==> config.mk <==
export PLATFORM = sky130hd
export DESIGN_NAME = serial_add_ctrl
export DESIGN_NICKNAME = d
export VERILOG_FILES = /design/src/rtl/serial_add_pkg.sv /design/src/rtl/fa_bit.sv /design/src/rtl/serial_add_ctrl.sv
export SDC_FILE = /design/constraint.sdc
export NUM_CORES = 1
export LEC_CHECK = 0
export CORE_ASPECT_RATIO = 1.1
export CORE_MARGIN = 3
export CORE_UTILIZATION = 31
export DETAILED_ROUTE_END_ITERATION = 10
export GPL_ROUTABILITY_DRIVEN = 0
export SETUP_SLACK_MARGIN = 0.1
export SLEW_MARGIN = 40
export SYNTH_ARGS = -nofsm -noshare
export SYNTH_HDL_FRONTEND = slang
export SYNTH_HIERARCHICAL = 1
export SYNTH_SLANG_ARGS = --single-unit
==> constraint.sdc <==
create_clock -name clk -period 3.08 [get_ports clk]
set_input_delay 0.308 -clock clk [delete_from_list [all_inputs] [get_ports clk]]
set_output_delay 0.308 -clock clk [all_outputs]
set_load 0.005 [all_outputs]
==> src/rtl/serial_add_pkg.sv <==
// Shared types and defaults for the bit-serial adder controller.
package serial_add_pkg;

    localparam int DEFAULT_WIDTH = 8;

    typedef enum logic [1:0] {
        IDLE = 2'd0,
        RUN  = 2'd1,
        DONE = 2'd2
    } state_t;

endpackage

==> src/rtl/fa_bit.sv <==
// Combinational 1-bit full adder shared by every bit of the serial addition.
module fa_bit (
    input  logic x,
    input  logic y,
    input  logic ci,
    output logic s,
    output logic co
);

    assign s  = x ^ y ^ ci;
    assign co = (x & y) | (ci & (x ^ y));

endmodule

==> src/rtl/serial_add_ctrl.sv <==
// Bit-serial adder: one full adder reused LSB-first over WIDTH cycles,
// sequenced by a three-state IDLE/RUN/DONE controller.
module serial_add_ctrl
    import serial_add_pkg::*;
#(
    parameter int WIDTH = DEFAULT_WIDTH
) (
    input  logic             clk,
    input  logic             rst,
    input  logic             start,
    input  logic [WIDTH-1:0] a,
    input  logic [WIDTH-1:0] b,
    input  logic             cin,
    output logic             busy,
    output logic             done,
    output logic [WIDTH-1:0] sum,
    output logic             cout
);

    localparam int CNT_W = $clog2(WIDTH);
    localparam logic [CNT_W-1:0] LAST = CNT_W'(WIDTH - 1);

    state_t           state;
    logic [WIDTH-1:0] op_a;
    logic [WIDTH-1:0] op_b;
    logic             carry;
    logic [CNT_W-1:0] cnt;
    logic             fa_s;
    logic             fa_co;

    fa_bit u_fa (
        .x  (op_a[cnt]),
        .y  (op_b[cnt]),
        .ci (carry),
        .s  (fa_s),
        .co (fa_co)
    );

    always_ff @(posedge clk or posedge rst) begin
        if (rst) begin
            state <= IDLE;
            op_a  <= '0;
            op_b  <= '0;
            carry <= 1'b0;
            cnt   <= '0;
            sum   <= '0;
            cout  <= 1'b0;
        end else begin
            case (state)
                IDLE, DONE: begin
                    if (start) begin
                        op_a  <= a;
                        op_b  <= b;
                        carry <= cin;
                        cnt   <= '0;
                        state <= RUN;
                    end else begin
                        state <= IDLE;
                    end
                end
                RUN: begin
                    sum[cnt] <= fa_s;
                    carry    <= fa_co;
                    // cout only moves when the result completes, so it keeps the
                    // previous answer visible while the next one is assembled.
                    if (cnt == LAST) begin
                        cout  <= fa_co;
                        state <= DONE;
                    end else begin
                        cnt <= cnt + 1'b1;
                    end
                end
                default: state <= IDLE;
            endcase
        end
    end

    assign busy = (state == RUN);
    assign done = (state == DONE);

endmodule

* After elaboration in Yosys (flattened, before gate mapping) *
Index checks and enable logic that the tools add are counted.

operators by class
  add/sub/neg operators = 1
  $lt $le $gt $ge = 2
  eq/ne operators = 6
  muxes and demuxes = 15
  bitwise logic cells = 5
  reductions and logical operators = 8

operators with widths
  operator               number
  $bwmux W8              1
  $bmux W1 S3            2
  $mux W3                2
  $pmux W3 S2            1
  $reduce_and A2 Y1      3
  $mux W1                5
  $lt A3 B4 Y1 const B   1
  $ne A2 B2 Y1 const B   2
  $pmux W2 S2            1
  $add A3 B1 Y3 const B  1
  $demux W1 S3           1
  $eq A3 B3 Y1 const B   1
  $ge A3 B1 Y1 const B   1
  $reduce_and A3 Y1      1
  $and A1 B1 Y1          2
  $eq A2 B1 Y1 const B   1
  $eq A2 B2 Y1 const B   1
  $logic_not A2 Y1       1
  $mux W2                1
  $ne A2 B1 Y1 const B   1
  $pmux W1 S2            1
  $reduce_bool A2 Y1     1
  $reduce_or A2 Y1       1
  $xor A1 B1 Y1          2
  2 further kinds        2

storage, ports and cells
  bits in registers = 31
  output and inout bits = 11
  word-level logic and storage cells = 44

* Longest topological paths before layout *
  depth after elaboration = 6
  depth in mapped cells = 6

* Cells and area by module *
Netlist, hierarchy kept.

by module, submodules not included
  module           instances  cells each  area an instance (µm²)  sequential area each (µm²)
  serial_add_ctrl  1          135         1417.6                  775.7
  fa_bit           1          1           20.0                    0.0

* Worst setup path after synthesis *
No wires, ideal clock.

  kind = register to register
  start point = register cnt[0]
  end point = register sum[4]
  setup time = 0.125 ns
  data arrival time = 2.135 ns
  data required time = 2.955 ns
  setup slack = 0.821 ns
  cell stages (with the launch flop) = 6
  buffers on the path = 1
  clock period less this slack = 2.259 ns
  cell sequence = dfrtp_1 > buf_6 > mux4_1 > mux2_2 > fa_1 > mux2_2

on the way
  cells in the longest elaborated chain, start to end = 5

ends and longest elaborated chain
  item                             RTL line                                      source
  from (decl)                      serial_add_ctrl.sv:27                         logic [CNT_W-1:0] cnt;
  from (signal assigned)           serial_add_ctrl.sv:70                         cnt <= cnt + 1'b1;
  $bmux W1 S3 (on tied branches)   serial_add_ctrl.sv:32, serial_add_ctrl.sv:33
  $mux W1 (on tied branches)       serial_add_ctrl.sv:32, serial_add_ctrl.sv:33
  $xor A1 B1 Y1 * (2 in series)    fa_bit.sv:10                                  assign s = x ^ y ^ ci;
  named net fa_s                   serial_add_ctrl.sv:28                         logic fa_s;
  $bwmux W8 *                      serial_add_ctrl.sv:62                         sum[cnt] <= fa_s;
  to (signal, indexed assignment)  serial_add_ctrl.sv:62
  to (decl)                        serial_add_ctrl.sv:16                         output logic [WIDTH-1:0] sum,

The timed path passes the listed nets; every way through them passes the cells marked *. The select of a mux whose other input is x is not followed.
A chain may end at the register's enable or synchronous reset.

* Final worst setup path *
  start point = register cnt[0]
  end point = register sum[7]

The elaborated chain is that of the path after synthesis.

==> results.cfg <==
[worst_setup_path]
crit_path_start_kind = register
critPathMaxStageDelay_ns = 0.65
crit_arrival_ns = 2.76
crit_required_ns = 3.25
criticalPathCategory = register to register
cp-end-kind = register
path_common_cell = mux2_2
crit_slowest_cell = dfrtp_1
worstPathMaxFanout = 12
path_buf_inv = 0
path_delay_family = multiplexers
worstPathCellList = mux4_1, mux2_2, fa_1, mux2_2

[detailed_routing]
first_pass_iters = 4
routed_wl_um = 2760
wl_per_cell_um = 12.5
drtAntennaViolNets = 0
post-route-drc-count = 0
viasPerCell = 4.66
via_count = 1029
drtIter0Drc = 54

[sta]
fmax_mhz = 386
fin_worst_skew_ns = 0.00608
setup_tns_ns = 0
slew_headroom_pct = 54.3
hold_viol = 0
setup_viol = 0
tightest_slew_ns = 0.685
hold_slack_ns = 0.406
finalWorstSetupSlack_ns = 0.492
final.period_utilization_pct = 84.0
period_needed_ns = 2.59
rsz0062_at_grt = no
drv_slew = 0

[layout]
n_antenna_cell = 0
drive_above_1_share_pct = 13.8
layout_common_cells = nand2_1, dfrtp_1, clkdlybuf4s50_1
final_common_cell = nand2_1
final_area_um2 = 1860
fin_cells = 221
fin_util_pct = 42.4
nets = 189
area_delta_synth_final_pct = 29.2

[global_routing]
grt_pass1_wl_um = 4960
first_global_vias = 1056
grt_overflow_total = 0
antenna_found_initial = 0
grt_max_degree = 32
grt_use_total_pct = 11.7

[clocking]
root_buffer = clkbuf_8
ctsResizeCount = 0
ctsHtreeMaxLevel = 2
cts_tree = yes
cts_hold_buffers = 0
clkTransAtPathRegs_ns = 0.06
cts.sinks = 31
cts_buffer_depth = 2
cts_setup_buffers = 0
cts_made_buffers = 5
clock_latency_ns = 0.28

[synth]
syn_area_um2 = 1440
yosysSeqAreaShare_pct = 54.0
netlist-cell-type-count = 23
syn_avg_cell_area_um2 = 10.6
yosysWarningCount = 6
synthesis.nets = 159
synthFlopType = dfrtp_1
synthCells = 136
synth_edf_count = 0
synthArstFlopShare_pct = 100
ys_ff_latch = 31

[die]
dieArea_um2 = 5490
die_h_um = 77.4
rows = 25
io_pins = 31
die_w_um = 70.9
initial_core_util_pct = 32.8
core_um2 = 4380

[placement]
hpwl_um = 2000
numPortBuffers = 30
placed_area_um2 = 1780
pre_cts_ws_ns = 0.494
post-place-cells = 213

[power_and_ir_drop]
powerDensity_nw_per_um2 = 1010
finalPower_mw = 1.88
leakage_nw = 0.856
ir_drop_mv = 0.351

[status]
outcome = complete, no violations

[hold_path]
hold_class = primary input to asynchronous set/reset pin

[run]
drv_cap = 0
cells in the mapped netlist (all sizes together), types with 2 or more instances:
cell    number  area [um^2]
nand2       52          195
dfrtp       31          776
mux2        11          124
clkbuf       6         22.5
nand3        6         30.0
mux4         4         97.6
nor2b        4         25.0
o21ai        4         20.0
buf          3         21.3
inv          3         11.3
ha           2         25.0
metal layers:
metal  wire, um  global-route usage (%)
met1       1220                    13.9
met4         65                    6.20
met3        132                    4.92
met5          0                       0
met2       1340                    17.8
final timing paths:
path                                      from  depth (start not counted)                   to  slack (ns)
setup / recovery            cnt[0]$_DFFE_PP0P_                          4   sum[7]$_DFFE_PP0P_        0.49
hold / removal                             rst                          3   sum[1]$_DFFE_PP0P_        0.41
setup reg to reg            cnt[0]$_DFFE_PP0P_                          4   sum[7]$_DFFE_PP0P_        0.49
hold reg to reg            op_a[3]$_DFFE_PP0P_                          2  op_a[3]$_DFFE_PP0P_        0.47
max in group asynchronous                  rst                          3   cnt[0]$_DFFE_PP0P_        2.39
min in group clk           op_a[3]$_DFFE_PP0P_                          2  op_a[3]$_DFFE_PP0P_        0.47
registers in the layout, summed over array words and instances, names as in the netlist:
| register | cells |
|---|---|
| carry | 1 |
| cnt | 3 |
| cout | 1 |
| op_a | 8 |
| op_b | 8 |
| state | 2 |
| sum | 8 |
final cells by class:
| type | count | area [um^2] |
|---|---|---|
| fill | 428 | 2520 |
| clock inverter | 1 | 5.00 |
| clock buffer | 7 | 76.3 |
| inverter | 3 | 11.3 |
| timing repair buffer | 32 | 315 |
| tap | 54 | 67.6 |
| multi-input combinational | 93 | 607 |
| sequential | 31 | 776 |
power breakdown:
group          internal, mW  switching (mW)
Clock                 0.158           0.145
Sequential            0.603           0.162
Combinational         0.463           0.348
cells by family (layout without fill, tap and decap cells):
family	count (synthesis)	in the layout	share of synthesized area, %
AND/OR/NAND/NOR	70	70	21.6
flip-flops	31	31	54.0
multiplexers	16	16	16.1
buffers and inverters	12	43	3.83
AO/OA/AOI/OAI	4	4	1.39
adder cells (fa/ha/maj)	3	3	3.13
tightest hold or removal path, cell delays in order:
cell             delay (ns)
clkdlybuf4s50_1        0.40
inv_1                  0.05
buf_4                  0.35
(Power assumes the default switching activity.)
